==> config.mk <==
export PLATFORM = sky130hd
export DESIGN_NAME = id_ex_pipe
export DESIGN_NICKNAME = d
export VERILOG_FILES = /design/src/rtl/id_ex_pipe.sv
export SDC_FILE = /design/constraint.sdc
export NUM_CORES = 1
export LEC_CHECK = 0
export CAP_MARGIN = 20
export CORE_AREA = 3 3 167 169
export CTS_CLUSTER_DIAMETER = 150
export DETAILED_ROUTE_END_ITERATION = 10
export DIE_AREA = 0 0 170 172
export PLACE_DENSITY = 0.75
export SYNTH_ARGS = -nofsm -noshare
export SYNTH_HDL_FRONTEND = slang
export SYNTH_SLANG_ARGS = --single-unit
==> constraint.sdc <==
create_clock -name clk -period 8.8 [get_ports clk]
set_input_delay 0.88 -clock clk [delete_from_list [all_inputs] [get_ports clk]]
set_output_delay 0.88 -clock clk [all_outputs]
set_load 0.01 [all_outputs]
==> src/rtl/id_ex_pipe.sv <==
// ID/EX pipeline register with load-use stall detection and registered
// forwarding-select generation for the EX operand muxes.
module id_ex_pipe (
    input  logic        clk,
    input  logic        reset,
    input  logic        id_valid,
    input  logic [4:0]  id_rn,
    input  logic [4:0]  id_rm,
    input  logic [4:0]  id_rd,
    input  logic [63:0] id_rn_data,
    input  logic [63:0] id_rm_data,
    input  logic [63:0] id_imm,
    input  logic        id_alusrc,
    input  logic        id_regwrite,
    input  logic        id_memread,
    input  logic        id_memwrite,
    input  logic [2:0]  id_aluop,
    input  logic        flush,
    input  logic [4:0]  mem_rd,
    input  logic        mem_regwrite,
    output logic        stall,
    output logic        ex_valid,
    output logic [4:0]  ex_rd,
    output logic [63:0] ex_rn_data,
    output logic [63:0] ex_rm_data,
    output logic [63:0] ex_imm,
    output logic        ex_alusrc,
    output logic        ex_regwrite,
    output logic        ex_memread,
    output logic        ex_memwrite,
    output logic [2:0]  ex_aluop,
    output logic [1:0]  ex_fwd_a,
    output logic [1:0]  ex_fwd_b
);

    localparam logic [4:0] XZR = 5'd31;

    logic        ex_valid_r;
    logic [4:0]  ex_rd_r;
    logic [63:0] rn_data_r;
    logic [63:0] rm_data_r;
    logic [63:0] imm_r;
    logic        alusrc_r;
    logic        regwrite_r;
    logic        memread_r;
    logic        memwrite_r;
    logic [2:0]  aluop_r;
    logic [1:0]  fwd_a_r;
    logic [1:0]  fwd_b_r;

    logic        stall_s;
    logic        ex_fwd_ok_s;
    logic [1:0]  fwd_a_s;
    logic [1:0]  fwd_b_s;

    // EX/MEM beats MEM; a load in EX has no ALU result yet, so it never forwards.
    function automatic logic [1:0] fwd_sel(
        input logic [4:0] src,
        input logic       ex_ok,
        input logic [4:0] ex_dst,
        input logic       mem_ok,
        input logic [4:0] mem_dst
    );
        logic [1:0] sel;
        if (src == XZR) begin
            sel = 2'b00;
        end else if (ex_ok && (ex_dst == src)) begin
            sel = 2'b10;
        end else if (mem_ok && (mem_dst == src)) begin
            sel = 2'b01;
        end else begin
            sel = 2'b00;
        end
        return sel;
    endfunction

    // Hazard detection and next-cycle forwarding selects.
    always_comb begin
        stall_s     = 1'b0;
        ex_fwd_ok_s = ex_valid_r & regwrite_r & ~memread_r;
        fwd_a_s     = fwd_sel(id_rn, ex_fwd_ok_s, ex_rd_r, mem_regwrite, mem_rd);
        fwd_b_s     = fwd_sel(id_rm, ex_fwd_ok_s, ex_rd_r, mem_regwrite, mem_rd);
        if (id_valid && ex_valid_r && memread_r && (ex_rd_r != XZR) &&
            ((ex_rd_r == id_rn) || (ex_rd_r == id_rm))) begin
            stall_s = 1'b1;
        end else begin
            stall_s = 1'b0;
        end
    end

    // Pipeline register: bubble on flush or stall, otherwise capture decode.
    always_ff @(posedge clk or posedge reset) begin
        if (reset) begin
            ex_valid_r <= 1'b0;
            ex_rd_r    <= 5'd0;
            rn_data_r  <= 64'd0;
            rm_data_r  <= 64'd0;
            imm_r      <= 64'd0;
            alusrc_r   <= 1'b0;
            regwrite_r <= 1'b0;
            memread_r  <= 1'b0;
            memwrite_r <= 1'b0;
            aluop_r    <= 3'd0;
            fwd_a_r    <= 2'b00;
            fwd_b_r    <= 2'b00;
        end else if (flush || stall_s) begin
            // Data and destination fields hold; only control is cleared.
            ex_valid_r <= 1'b0;
            alusrc_r   <= 1'b0;
            regwrite_r <= 1'b0;
            memread_r  <= 1'b0;
            memwrite_r <= 1'b0;
            aluop_r    <= 3'd0;
            fwd_a_r    <= 2'b00;
            fwd_b_r    <= 2'b00;
        end else begin
            ex_valid_r <= id_valid;
            ex_rd_r    <= id_rd;
            rn_data_r  <= id_rn_data;
            rm_data_r  <= id_rm_data;
            imm_r      <= id_imm;
            alusrc_r   <= id_alusrc & id_valid;
            regwrite_r <= id_regwrite & id_valid;
            memread_r  <= id_memread & id_valid;
            memwrite_r <= id_memwrite & id_valid;
            aluop_r    <= id_valid ? id_aluop : 3'd0;
            fwd_a_r    <= id_valid ? fwd_a_s : 2'b00;
            fwd_b_r    <= id_valid ? fwd_b_s : 2'b00;
        end
    end

    assign stall       = stall_s;
    assign ex_valid    = ex_valid_r;
    assign ex_rd       = ex_rd_r;
    assign ex_rn_data  = rn_data_r;
    assign ex_rm_data  = rm_data_r;
    assign ex_imm      = imm_r;
    assign ex_alusrc   = alusrc_r;
    assign ex_regwrite = regwrite_r;
    assign ex_memread  = memread_r;
    assign ex_memwrite = memwrite_r;
    assign ex_aluop    = aluop_r;
    assign ex_fwd_a    = fwd_a_r;
    assign ex_fwd_b    = fwd_b_r;

endmodule
### Yosys cells after proc, flatten, opt, wreduce, memory -nomap -nowiden

Index checks and enable logic that the tools add are counted.

| operators by class | value |
|---|---|
| equality and inequality tests | 7 |
| mux-type cells | 18 |
| bitwise logic cells | 7 |
| reductions and logical operators | 10 |

Operators with widths:

| operator | number |
|---|---|
| 5-bit == test | 4 |
| 2-bit two-way mux | 8 |
| 5-bit == test, second input constant | 2 |
| 1-bit logical AND | 8 |
| 1-bit two-way mux | 8 |
| 1-bit AND | 6 |
| 3-bit two-way mux | 2 |
| 5-bit inequality test, second input constant | 1 |
| 1-bit logical OR | 2 |
| 1-bit inverter | 1 |

| storage, ports and cells | value |
|---|---|
| register bits | 209 |
| bits of input ports | 224 |
| output and inout port bits | 210 |
| word-level logic and storage cells | 54 |

### Logic depth before layout (Yosys ltp)

Gate-level depths: netlist of run 1.

| depth | value |
|---|---|
| word-level depth | 7 |
| mapped depth | 9 |
| gate-level depth less buffers | 5 |

### Worst setup path before layout of run 1

No wires, ideal clock.

| path | value |
|---|---|
| path kind | in2out |
| start | in id_rn[0] |
| end | out stall |
| data arrival time | 1748 ps |
| required time | 7920 ps |
| slack | 6172 ps |
| stages on the path | 6 |
| buffers on the path | 2 |
| cells stage by stage | xnor2_1 > nand3_1 > nor3_2 > o21a_1 > buf_4 > buf_2 |

| on the way | value |
|---|---|
| longest elaborated chain between the ends | 4 |

Ends and longest elaborated chain:

| element | line | text |
|---|---|---|
| from (decl) | 7 | `input logic [4:0] id_rn,` |
| 5-bit == test | 84 | `((ex_rd_r == id_rn) \|\| (ex_rd_r == id_rm))) begin` |
| 1-bit logical OR | 84 |  |
| 1-bit logical AND | 83 | `if (id_valid && ex_valid_r && memread_r && (ex_rd_r != XZR) &&` |
| 1-bit two-way mux | 83 |  |
| to (decl) | 21 | `output logic stall,` |

No other way between the ends.

### Final worst setup path of run 1

| path | value |
|---|---|
| start | in id_rm[1] |
| end | out stall |

| on the way | value |
|---|---|
| longest elaborated chain between the ends | 4 |

Ends and longest elaborated chain:

| element | line | text |
|---|---|---|
| from (decl) | 8 | `input logic [4:0] id_rm,` |
| 5-bit == test | 84 |  |
| 1-bit logical OR | 84 |  |
| 1-bit logical AND | 83 |  |
| 1-bit two-way mux | 83 |  |

No other way between the ends.

==> results of run 1 <==
==> area by class of cell <==
class,instances,share of cell area
diodes,2,0.000306
repair buffers,447,0.276
clock inverters,6,0.00199
clock buffers,38,0.0474
flip-flops and latches,209,0.320
multi-input cells,839,0.328
well taps,341,0.0261
inverters,2,0.000919
==> cell usage in the layout (no fill, tap or decap), drive strengths merged <==
cell           count
clkinvlp           1
nor3               4
and4               1
and3               4
o21a               1
a31oi              2
inv                2
o211ai           394
clkbuf            38
buf               15
clkdlybuf4s50    432
nand2            198
xor2              10
a21oi              1
diode              2
nand3              3
nor2               2
xnor2             10
clkinv             5
a2111oi            2
dfrtp            209
nand4              2
nand2b           198
nor3b              7
==> sequential cells by signal (all words and copies together), names as in the netlist, 2 cells and up <==
signal,count
ex_rd,5
ex_fwd_a,2
ex_rm_data,64
ex_fwd_b,2
ex_aluop,3
ex_rn_data,64
ex_imm,64
==> metal layers <==
layer | wire length, um | global-route usage | up-vias
li1 | - | - | 4976
met1 | 16000 | 0.341 | 5273
met2 | 18500 | 0.404 | 409
met3 | 2640 | 0.0512 | 74
met4 | 1330 | 0.0790 | 2
met5 | 13 | 0 | -
==> worst max-delay path, cell delays in order <==
cell and delay, ps:
clkdlybuf4s50_1 550, xnor2_1 140, nand3_1 140, nor3_4 850, o21a_4 610, clkdlybuf4s50_1 650
==> logic make-up (layout without fill, tap and decap cells) <==
family / after synthesis / in the layout / synth area share
buf+inv: 136 / 493 / 0.0557
xor+xnor: 20 / 20 / 0.0157
flops: 209 / 209 / 0.468
other cells: 0 / 2 / 0
simple gates: 419 / 419 / 0.191
compound gates: 400 / 400 / 0.270
==> worst paths after layout <==
check	start	to	slack, ps
worst max-delay path	id_rm[1]	stall	4090
worst min-delay path	ex_rn_data[20]$_DFFE_PP0P_	ex_rn_data[20]$_DFFE_PP0P_	520
worst max register to register	ex_rd[4]$_DFFE_PP0P_	ex_rn_data[13]$_DFFE_PP0P_	5120
worst min register to register	ex_rn_data[20]$_DFFE_PP0P_	ex_rn_data[20]$_DFFE_PP0P_	520
max in group asynchronous	reset	ex_rm_data[43]$_DFFE_PP0P_	6260
min in group asynchronous	reset	ex_rm_data[25]$_DFFE_PP0P_	710
==> power groups by stage <==
stage | Combinational (mW) | Clock [mW] | Sequential [mW]
CTS | 0.546 | 1.03 | 1.12
finish | 0.544 | 1.01 | 1.12
global route | 0.586 | 1.07 | 1.13
global placement | 0.539 | 0 | 1.13
floorplan | 0.175 | 0 | 1.16
detailed placement | 0.543 | 0 | 1.13
==> summary.md, run 1 <==
| Metric | Value |
|---|---|
| Result of the run | `completed` |
| Power share of the clock group | `0.378` |
| Biggest area consumer among synthesized cells | `dfrtp_1` |
| Final max-slew violation count | `0` |
| Util after Layout | `0.611` |
| Leakage power of the design | `6.04 nW` |
| Final wirelength | `38500 um` |
| Worst setup margin | `4090 ps` |
| Register clock-pin slew on the reported worst setup and hold paths | `60 ps` |
| Area fraction of the dominant cell type after synthesis | `0.468` |
| Number of nets in the finished design | `1747` |
| Clock tree from TritonCTS | `done` |
| Area delta synth->final | `46.1%` |
| Setup violation total in the final timing report | `0` |
| Setup repair after global routing missed its margin | `no` |
| Core Rows | `60` |
| Last weighted congestion value of the routability-driven placer | `0.854` |
| Most common library cells after synthesis | `394 x o211ai_1, 209 x dfrtp_1, 198 x nand2_1, 198 x nand2b_1, 71 x clkbuf_1` |
| Number of global-route vias before repair | `10400` |
| Max-cap viol count | `0` |
| Logic pwr share | `0.204` |
| Width of the die | `170 um` |
| Fmax achieved | `0.212 GHz` |
| Portion of the post-synthesis area used by sequential elements | `0.468` |
| ANT nets after route | `0` |
| Global-route wire length before repair | `59900 um` |
| Post-Place Setup Slack | `4040 ps` |
| Fraction of final layout cells sized beyond drive strength 1 | `0.0409` |
| Iteration count of the initial detailed-routing pass | `5` |
| Non-filler cells in the finished layout | `1884` |
| CP Data Required Time | `7920 ps` |
| Endpoint kind of the worst setup timing path | `primary output` |
| Final total negative setup slack | `0 ps` |
| Fraction of power consumed by sequential logic | `0.419` |
| HPWL after detailed placement | `24900 um` |
| Most common cell in the synthesized netlist | `o211ai_1` |
| Shortest period the worst path allows | `4710 ps` |
| Clock buffers created by TritonCTS | `24` |
| Avg WL per Cell | `20.4 um` |
| Fill cell count | `2193` |
| Remaining global-route overflow | `0` |
| Worst Max-Slew Pin Slew | `1090 ps` |
| Total cell area at the placement stage | `15400 um2` |
| Overall die area | `29200 um2` |
| Initial core utilization | `0.419` |
| Count of synthesis-stage warnings from yosys | `0` |
| Post-synthesis cell area | `11200 um2` |
| Post-route clock period utilization | `0.535` |
| Post-CTS sizing | `0` |
| Post-route cell area | `16300 um2` |
| Total chip power | `2.67 mW` |
| Count of port buffers added during placement | `433` |
| CP Class | `input pin to primary output` |
| Clock Latency Late Sink | `510 ps` |
| Switching power | `0.720 mW` |
| Seq. cell area | `5230 um2` |
| Min-delay worst type | `flip-flop to flip-flop` |
| Number of sinks driven by the clock tree | `209` |
| DRC marker count from the first detailed-route iteration | `923` |
| Slew headroom | `0.271` |
| Longest Clk Path Bufs | `3` |
| Worst Hold Depth | `2` |
| Post-synthesis sequential element count | `209` |
| Post-CTS setup buffer count | `0` |
| Worst Path Arrival | `3830 ps` |
| Depth of the worst register-to-register path | `6` |
| Overall global routing resource usage | `0.250` |
| Vertical die dimension | `172 um` |
| Switching share of power | `0.270` |
| Largest fanout of any net on the critical path | `40` |
| DRC violation count after routing | `0` |
| CTS hold repair buffers | `0` |
| Number of levels the H-tree was split into | `1` |
| Async SR Flop Fraction | `1.00` |
| Top area cells in the synthesized netlist | `dfrtp_1 47%, o211ai_1 26%, nand2b_1 11%` |
| Hold violation total from the final report | `0` |
| Number of nets produced by synthesis | `1408` |
| Final worst clock skew | `19.0 ps` |
| Max rail drop VDD | `0.000108 V` |
| Cell variety after synth | `24` |
| Mean area per synthesized cell | `9.45 um2` |
| CP startpoint kind | `input pin` |
| Number of I/O pins | `434` |
| Floorplan Core Area | `26700 um2` |
| Per-cell via count in the routed design | `5.70` |
| Number of enable-type register cells in the synthesized netlist | `0` |
| Root buffer selected by CTS | `clkbuf_16` |
| Cells after synthesis | `1184` |
| Cell total after placement | `1835` |
| Hold Worst Slack | `519 ps` |
| Cell-internal power | `1.95 mW` |
| Multi-input gate area | `5350 um2` |
| Cell area power density | `163 nW/um2` |
| Pin count of the biggest net entering global routing | `178` |
| Initial antenna violation count | `3` |
| Via count | `10700` |
| Commonest register cell after synthesis | `dfrtp_1` |
Note: power is estimated with default switching activity, not from simulation.
==> run 2: changes to the inputs <==
clock period = 4.7 ns   (was 8.8 ns; I/O delays follow)
==> run 2 against run 1 <==
  * Sequential power up 87%
  * Total power up 87%
  * Count of clock-buffer cells in the layout up 1
  * First-iteration DRC count up 1.5%
  * Setup slack worse by 2500 ps
  * Critical path depth down 1
  * Sequential cell count unchanged
  * Via count down 1.3%
  * Register-to-register slack worse by 3000 ps
  * Sequential share of layout area up 0.064 points
==> summary.md, run 2 (synthesized netlist as in run 1, its figures left out) <==
| Metric | Value |
|---|---|
| Largest fanout of any net on the critical path | `24` |
| Hold violation total from the final report | `0` |
| Shortest period the worst path allows | `3120 ps` |
| Commonest non-fill, non-tap cell in the layout | `clkdlybuf4s50_1` |
| Global-route wire length before repair | `58800 um` |
| Number of global-route vias before repair | `10200` |
| HPWL after detailed placement | `24200 um` |
| Number of I/O pins | `434` |
| Fraction of final layout cells sized beyond drive strength 1 | `0.0345` |
| Count of port buffers added during placement | `433` |
| Initial core utilization | `0.419` |
| Min-Delay Startpoint | `flush` |
| Floorplan Core Area | `26700 um2` |
| Longest Clk Path Bufs | `3` |
| Detailed-routing wirelength on met1 | `15900 um` |
| Leakage power of the design | `6.00 nW` |
| Fill cell count | `2238` |
| Buffers and inverters on the worst path | `1` |
| Capture instance of the worst register-to-register path | `ex_rn_data[17]$_DFFE_PP0P_` |
| DRC marker count from the first detailed-route iteration | `937` |
| Post-CTS sizing | `0` |
| Fmax achieved | `0.321 GHz` |
| Setup violation total in the final timing report | `0` |
| ANT nets after route | `0` |
| CTS hold repair buffers | `0` |
| Endpoint kind of the worst setup timing path | `primary output` |
| Setup repair after global routing missed its margin | `no` |
| Min-delay worst type | `input pin to flip-flop` |
| Register clock-pin slew on the reported worst setup and hold paths | `60 ps` |
| Non-filler cells in the finished layout | `1878` |
| Total chip power | `4.99 mW` |
| Area delta synth->final | `45.8%` |
| Overall die area | `29200 um2` |
| Per-cell via count in the routed design | `5.64` |
| Overall global routing resource usage | `0.247` |
| Crit path cell chain | `xnor2_1, nand3_1, nor3_4, o21a_4, clkdlybuf4s50_1` |
| CP startpoint kind | `flip-flop` |
| Register-to-Register Setup Slack | `2150 ps` |
| Worst flop-to-flop path startpoint | `ex_rd[4]$_DFFE_PP0P_` |
| Met2 wire len | `18200 um` |
| Final wirelength | `38600 um` |
| Pin count of the biggest net entering global routing | `257` |
| Leading cell types in the layout, fill and taps excluded | `432 x clkdlybuf4s50_1, 394 x o211ai_1, 209 x dfrtp_1, 198 x nand2b_1, 198 x nand2_1` |
| Root buffer selected by CTS | `clkbuf_16` |
| Post-CTS setup buffer count | `0` |
| Result of the run | `completed` |
| DRC violation count after routing | `0` |
| Max rail drop VDD | `0.000219 V` |
| Initial antenna violation count | `2` |
| Util after Layout | `0.610` |
| Remaining global-route overflow | `0` |
| Number of levels the H-tree was split into | `1` |
| Cell total after placement | `1834` |
| Width of the die | `170 um` |
| Clock tree from TritonCTS | `done` |
| Highest routed metal layer | `met5` |
| Max-cap viol count | `0` |
| Clock buffers created by TritonCTS | `24` |
| CP Data Required Time | `4230 ps` |
| Worst Hold Depth | `3` |
| Cell area power density | `306 nW/um2` |
| Via count | `10600` |
| Slowest cell delay on critical path | `610 ps` |
| Avg WL per Cell | `20.5 um` |
| Number of nets in the finished design | `1743` |
| Last weighted congestion value of the routability-driven placer | `0.828` |
| Detail Route met3 WL | `2880 um` |
| Worst Max-Slew Pin Slew | `1110 ps` |
| Final total negative setup slack | `0 ps` |
| Vertical die dimension | `172 um` |
| Capture endpoint of the worst hold path | `ex_imm[32]$_DFFE_PP0P_` |
| Core Rows | `60` |
| Slowest stage cell, crit path | `clkdlybuf4s50_1` |
| Number of sinks driven by the clock tree | `209` |
| CP Class | `flip-flop to primary output` |
| Slew headroom | `0.260` |
| Final worst clock skew | `18.1 ps` |
| Clock Latency Late Sink | `520 ps` |
| Depth of the worst register-to-register path | `6` |
| Final max-slew violation count | `0` |
| Top Family by Delay on Critical Path | `buffers and inverters` |
| Post-route clock period utilization | `0.664` |
| Worst Path Arrival | `2650 ps` |
| Iteration count of the initial detailed-routing pass | `5` |
run 2: worst max path at each step:
stage	startpoint	to	slack, ps	cells past startpoint
floorplan	reset	ex_aluop[0]$_DFF_PP0_	1520	1
global placement	id_rn[0]	stall	1680	6
detailed placement	id_rn[4]	stall	1670	6
CTS	ex_rd[4]$_DFFE_PP0P_	stall	1570	5
global route	ex_rd[4]$_DFFE_PP0P_	stall	1500	5
finish	ex_rd[4]$_DFFE_PP0P_	stall	1580	5
run 2: metal layers:
metal	global-route usage	vias up
met5	0	-
met4	0.0910	2
met3	0.0624	81
met2	0.392	370
met1	0.329	5181
li1	-	4964
run 2: worst reg2reg max path: stages (launching register included):
cell      delay [ps]
dfrtp_1          510
xnor2_1          220
nand3_1          140
nor3_4           290
o21a_4           360
buf_12           470
o211ai_1         420
run 2: area by class of cell:
cell class | count | area, um2 | area share
clock buffers | 39 | 738 | 0.0453
flip-flops and latches | 209 | 5230 | 0.321
well taps | 341 | 427 | 0.0262
clock inverters | 4 | 45.0 | 0.00276
repair buffers | 443 | 4500 | 0.276
diodes | 1 | 2.50 | 0.000153
inverters | 2 | 11.3 | 0.000691
multi-input cells | 839 | 5350 | 0.328
run 2: through the flow:
stage               cell area, um2  worst slack, ps  hold WS (ps)
global route                 16300             1500           508
global placement             15500             1680           500
floorplan                    11200             1520           549
finish                       16300             1580           477
detailed placement           15500             1670           511
CTS                          16300             1570           503
run 2: where the power goes:
group | switching (mW) | total, mW | internal (mW) | leakage (nW)
Clock | 0.756 | 1.88 | 1.12 | 0.387
Sequential | 0.135 | 2.09 | 1.96 | 2.56
Combinational | 0.447 | 1.02 | 0.571 | 3.05
==> run 3: changes to the inputs <==
clock period = 2.98 ns   (was 4.7 ns; I/O delays follow)
==> run 3 against run 2 <==
  * Core utilization is 1.1 points higher
  * Sequential share of layout area is 0.55 points lower
  * Wire length is 0.42% lower
  * Critical endpoint unchanged
==> summary.md, run 3 (synthesized netlist as in run 1, its figures left out) <==
| Metric | Value |
|---|---|
| Number of levels the H-tree was split into | `1` |
| Global-route wire length before repair | `59100 um` |
| Number of nets in the finished design | `1754` |
| Shortest period the worst path allows | `2790 ps` |
| Number of global-route vias before repair | `10300` |
| Total chip power | `8.43 mW` |
| Switching power | `2.15 mW` |
| Initial core utilization | `0.419` |
| Core Rows | `60` |
| Slew headroom | `0.241` |
| Worst Path Arrival | `2490 ps` |
| Seq. cell area | `5230 um2` |
| Vertical die dimension | `172 um` |
| Slowest cell delay on critical path | `640 ps` |
| CP Data Required Time | `2680 ps` |
| Global routing met1 resource utilization | `0.332` |
| Switching share of power | `0.255` |
| Commonest non-fill, non-tap cell in the layout | `clkdlybuf4s50_1` |
| Clock tree from TritonCTS | `done` |
| Global routing met3 resource utilization | `0.0606` |
| Cell area power density | `508 nW/um2` |
| Overall global routing resource usage | `0.247` |
| DRC violation count after routing | `0` |
| Post-route clock period utilization | `0.937` |
| ANT nets after route | `0` |
| Leading cell types in the layout, fill and taps excluded | `432 x clkdlybuf4s50_1, 394 x o211ai_1, 209 x dfrtp_1, 198 x nand2b_1, 198 x nand2_1` |
| Slowest stage cell, crit path | `clkdlybuf4s50_1` |
| Last weighted congestion value of the routability-driven placer | `0.844` |
| CP Class | `flip-flop to primary output` |
| Logic pwr share | `0.192` |
| Width of the die | `170 um` |
| Fraction of final layout cells sized beyond drive strength 1 | `0.0446` |
| Max-cap viol count | `0` |
| Util after Layout | `0.621` |
| Leakage power of the design | `6.13 nW` |
| Hold violation total from the final report | `0` |
| Fmax achieved | `0.358 GHz` |
| Remaining global-route overflow | `0` |
| Fill cell count | `2197` |
| Cell-internal power | `6.28 mW` |
| CTS hold repair buffers | `0` |
| Hold Worst Slack | `100 ps` |
| Via count | `10700` |
| Worst setup margin | `189 ps` |
| Initial antenna violation count | `2` |
| Worst Max-Slew Pin Slew | `1140 ps` |
| Final worst clock skew | `8.07 ps` |
| Floorplan Core Area | `26700 um2` |
| Overall die area | `29200 um2` |
| DRC marker count from the first detailed-route iteration | `948` |
| Avg WL per Cell | `20.3 um` |
| Crit path cell chain | `xnor2_1, nand3_1, nor3_4, o21a_4, clkdlybuf4s50_1` |
| Iteration count of the initial detailed-routing pass | `5` |
| Post-CTS setup buffer count | `0` |
| Min-delay worst type | `input pin to flip-flop` |
| Clock buffers created by TritonCTS | `25` |
| Max rail drop VDD | `0.000374 V` |
| Number of sinks driven by the clock tree | `209` |
| Number of I/O pins | `434` |
| Worst flop-to-flop path startpoint | `ex_rd[4]$_DFFE_PP0P_` |
| Post-Place Setup Slack | `315 ps` |
| Root buffer selected by CTS | `clkbuf_16` |
| Area delta synth->final | `48.3%` |
| Multi-input gate area | `5350 um2` |
| Clock Latency Late Sink | `510 ps` |
| Fraction of power consumed by sequential logic | `0.391` |
| Min-Delay Startpoint | `flush` |
| Per-cell via count in the routed design | `5.65` |
| CP startpoint kind | `flip-flop` |
| Power share of the clock group | `0.417` |
| Register clock-pin slew on the reported worst setup and hold paths | `60 ps` |
| Pin count of the biggest net entering global routing | `201` |
| HPWL after detailed placement | `24600 um` |
| Busiest metal layer after global routing | `met2` |
| Final max-slew violation count | `0` |
| Largest fanout of any net on the critical path | `6` |
| Setup violation total in the final timing report | `0` |
| Endpoint kind of the worst setup timing path | `primary output` |
| Count of port buffers added during placement | `433` |
| Setup repair after global routing missed its margin | `no` |
| Startpoint of the worst setup timing path | `ex_rd[4]$_DFFE_PP0P_` |
| Met2 Use GR | `0.396` |
| Post-CTS sizing | `0` |
| Final wirelength | `38400 um` |
| Longest Clk Path Bufs | `3` |
| Result of the run | `completed` |
==> run 3: cell types whose count changed in the layout (fill, tap and decap cells not counted), sizes merged <==
cell	delta
buf	+10
bufinv	+6
clkbuf	-4
diode	+2
clkinv	-1
clkinvlp	+1
==> run 3: final timing paths <==
check | endpoint | slack (ps) | cells past startpoint
min in group asynchronous | ex_rm_data[32]$_DFFE_PP0P_ | 190 | 2
min reg2reg | ex_rm_data[1]$_DFFE_PP0P_ | 520 | 2
min | ex_imm[14]$_DFFE_PP0P_ | 100 | 3
max reg2reg | ex_rm_data[5]$_DFFE_PP0P_ | 470 | 6
max in group asynchronous | ex_rm_data[35]$_DFFE_PP0P_ | 1880 | 4
max | stall | 190 | 5
==> run 3: per-stage QoR <==
| step | instance area, um2 | setup TNS, ps | std cells |
|---|---|---|---|
| 2_1_floorplan | 11200 | -6730 | 1184 |
| 3_3_place_gp | 15600 | 0 | 1844 |
| 3_5_place_dp | 15600 | 0 | 1844 |
| 4_1_cts | 16600 | 0 | 1889 |
| 5_1_grt | 16600 | 0 | 1890 |
| 6_report | 16600 | 0 | 1892 |
==> run 3: power groups by stage <==
stage / clock [mW] / combinational, mW / sequential, mW
final: 3.51 / 1.62 / 3.30
after global placement: 0 / 1.61 / 3.33
after global routing: 3.69 / 1.74 / 3.33
after detailed placement: 0 / 1.63 / 3.35
after CTS: 3.58 / 1.63 / 3.30
after floorplan: 0 / 0.518 / 3.43
==> run 3: per-layer routing <==
layer | vias up | routed length (um)
met1 | 5199 | 15800
met5 | - | 13
met2 | 417 | 18300
li1 | 5000 | -
met4 | 2 | 1320
met3 | 74 | 3040
==> run 3: layout make-up <==
class	count	share of cell area
multi-input combinational	839	0.323
clock inverter	10	0.0137
tap	341	0.0257
inverter	2	0.000679
antenna	3	0.000452
timing repair buffer	453	0.278
sequential	209	0.315
clock buffer	35	0.0436
==> run 3: critical path: cells and delay by family, from the launching register on <==
| family | cells | cell delay [ps] |
|---|---|---|
| and+or+nand+nor | 2 | 430 |
| xor gates and xnor gates | 1 | 160 |
| AOI/OAI and AO/OA | 1 | 190 |
| buffers and inverters | 1 | 640 |
| DFF | 1 | 560 |
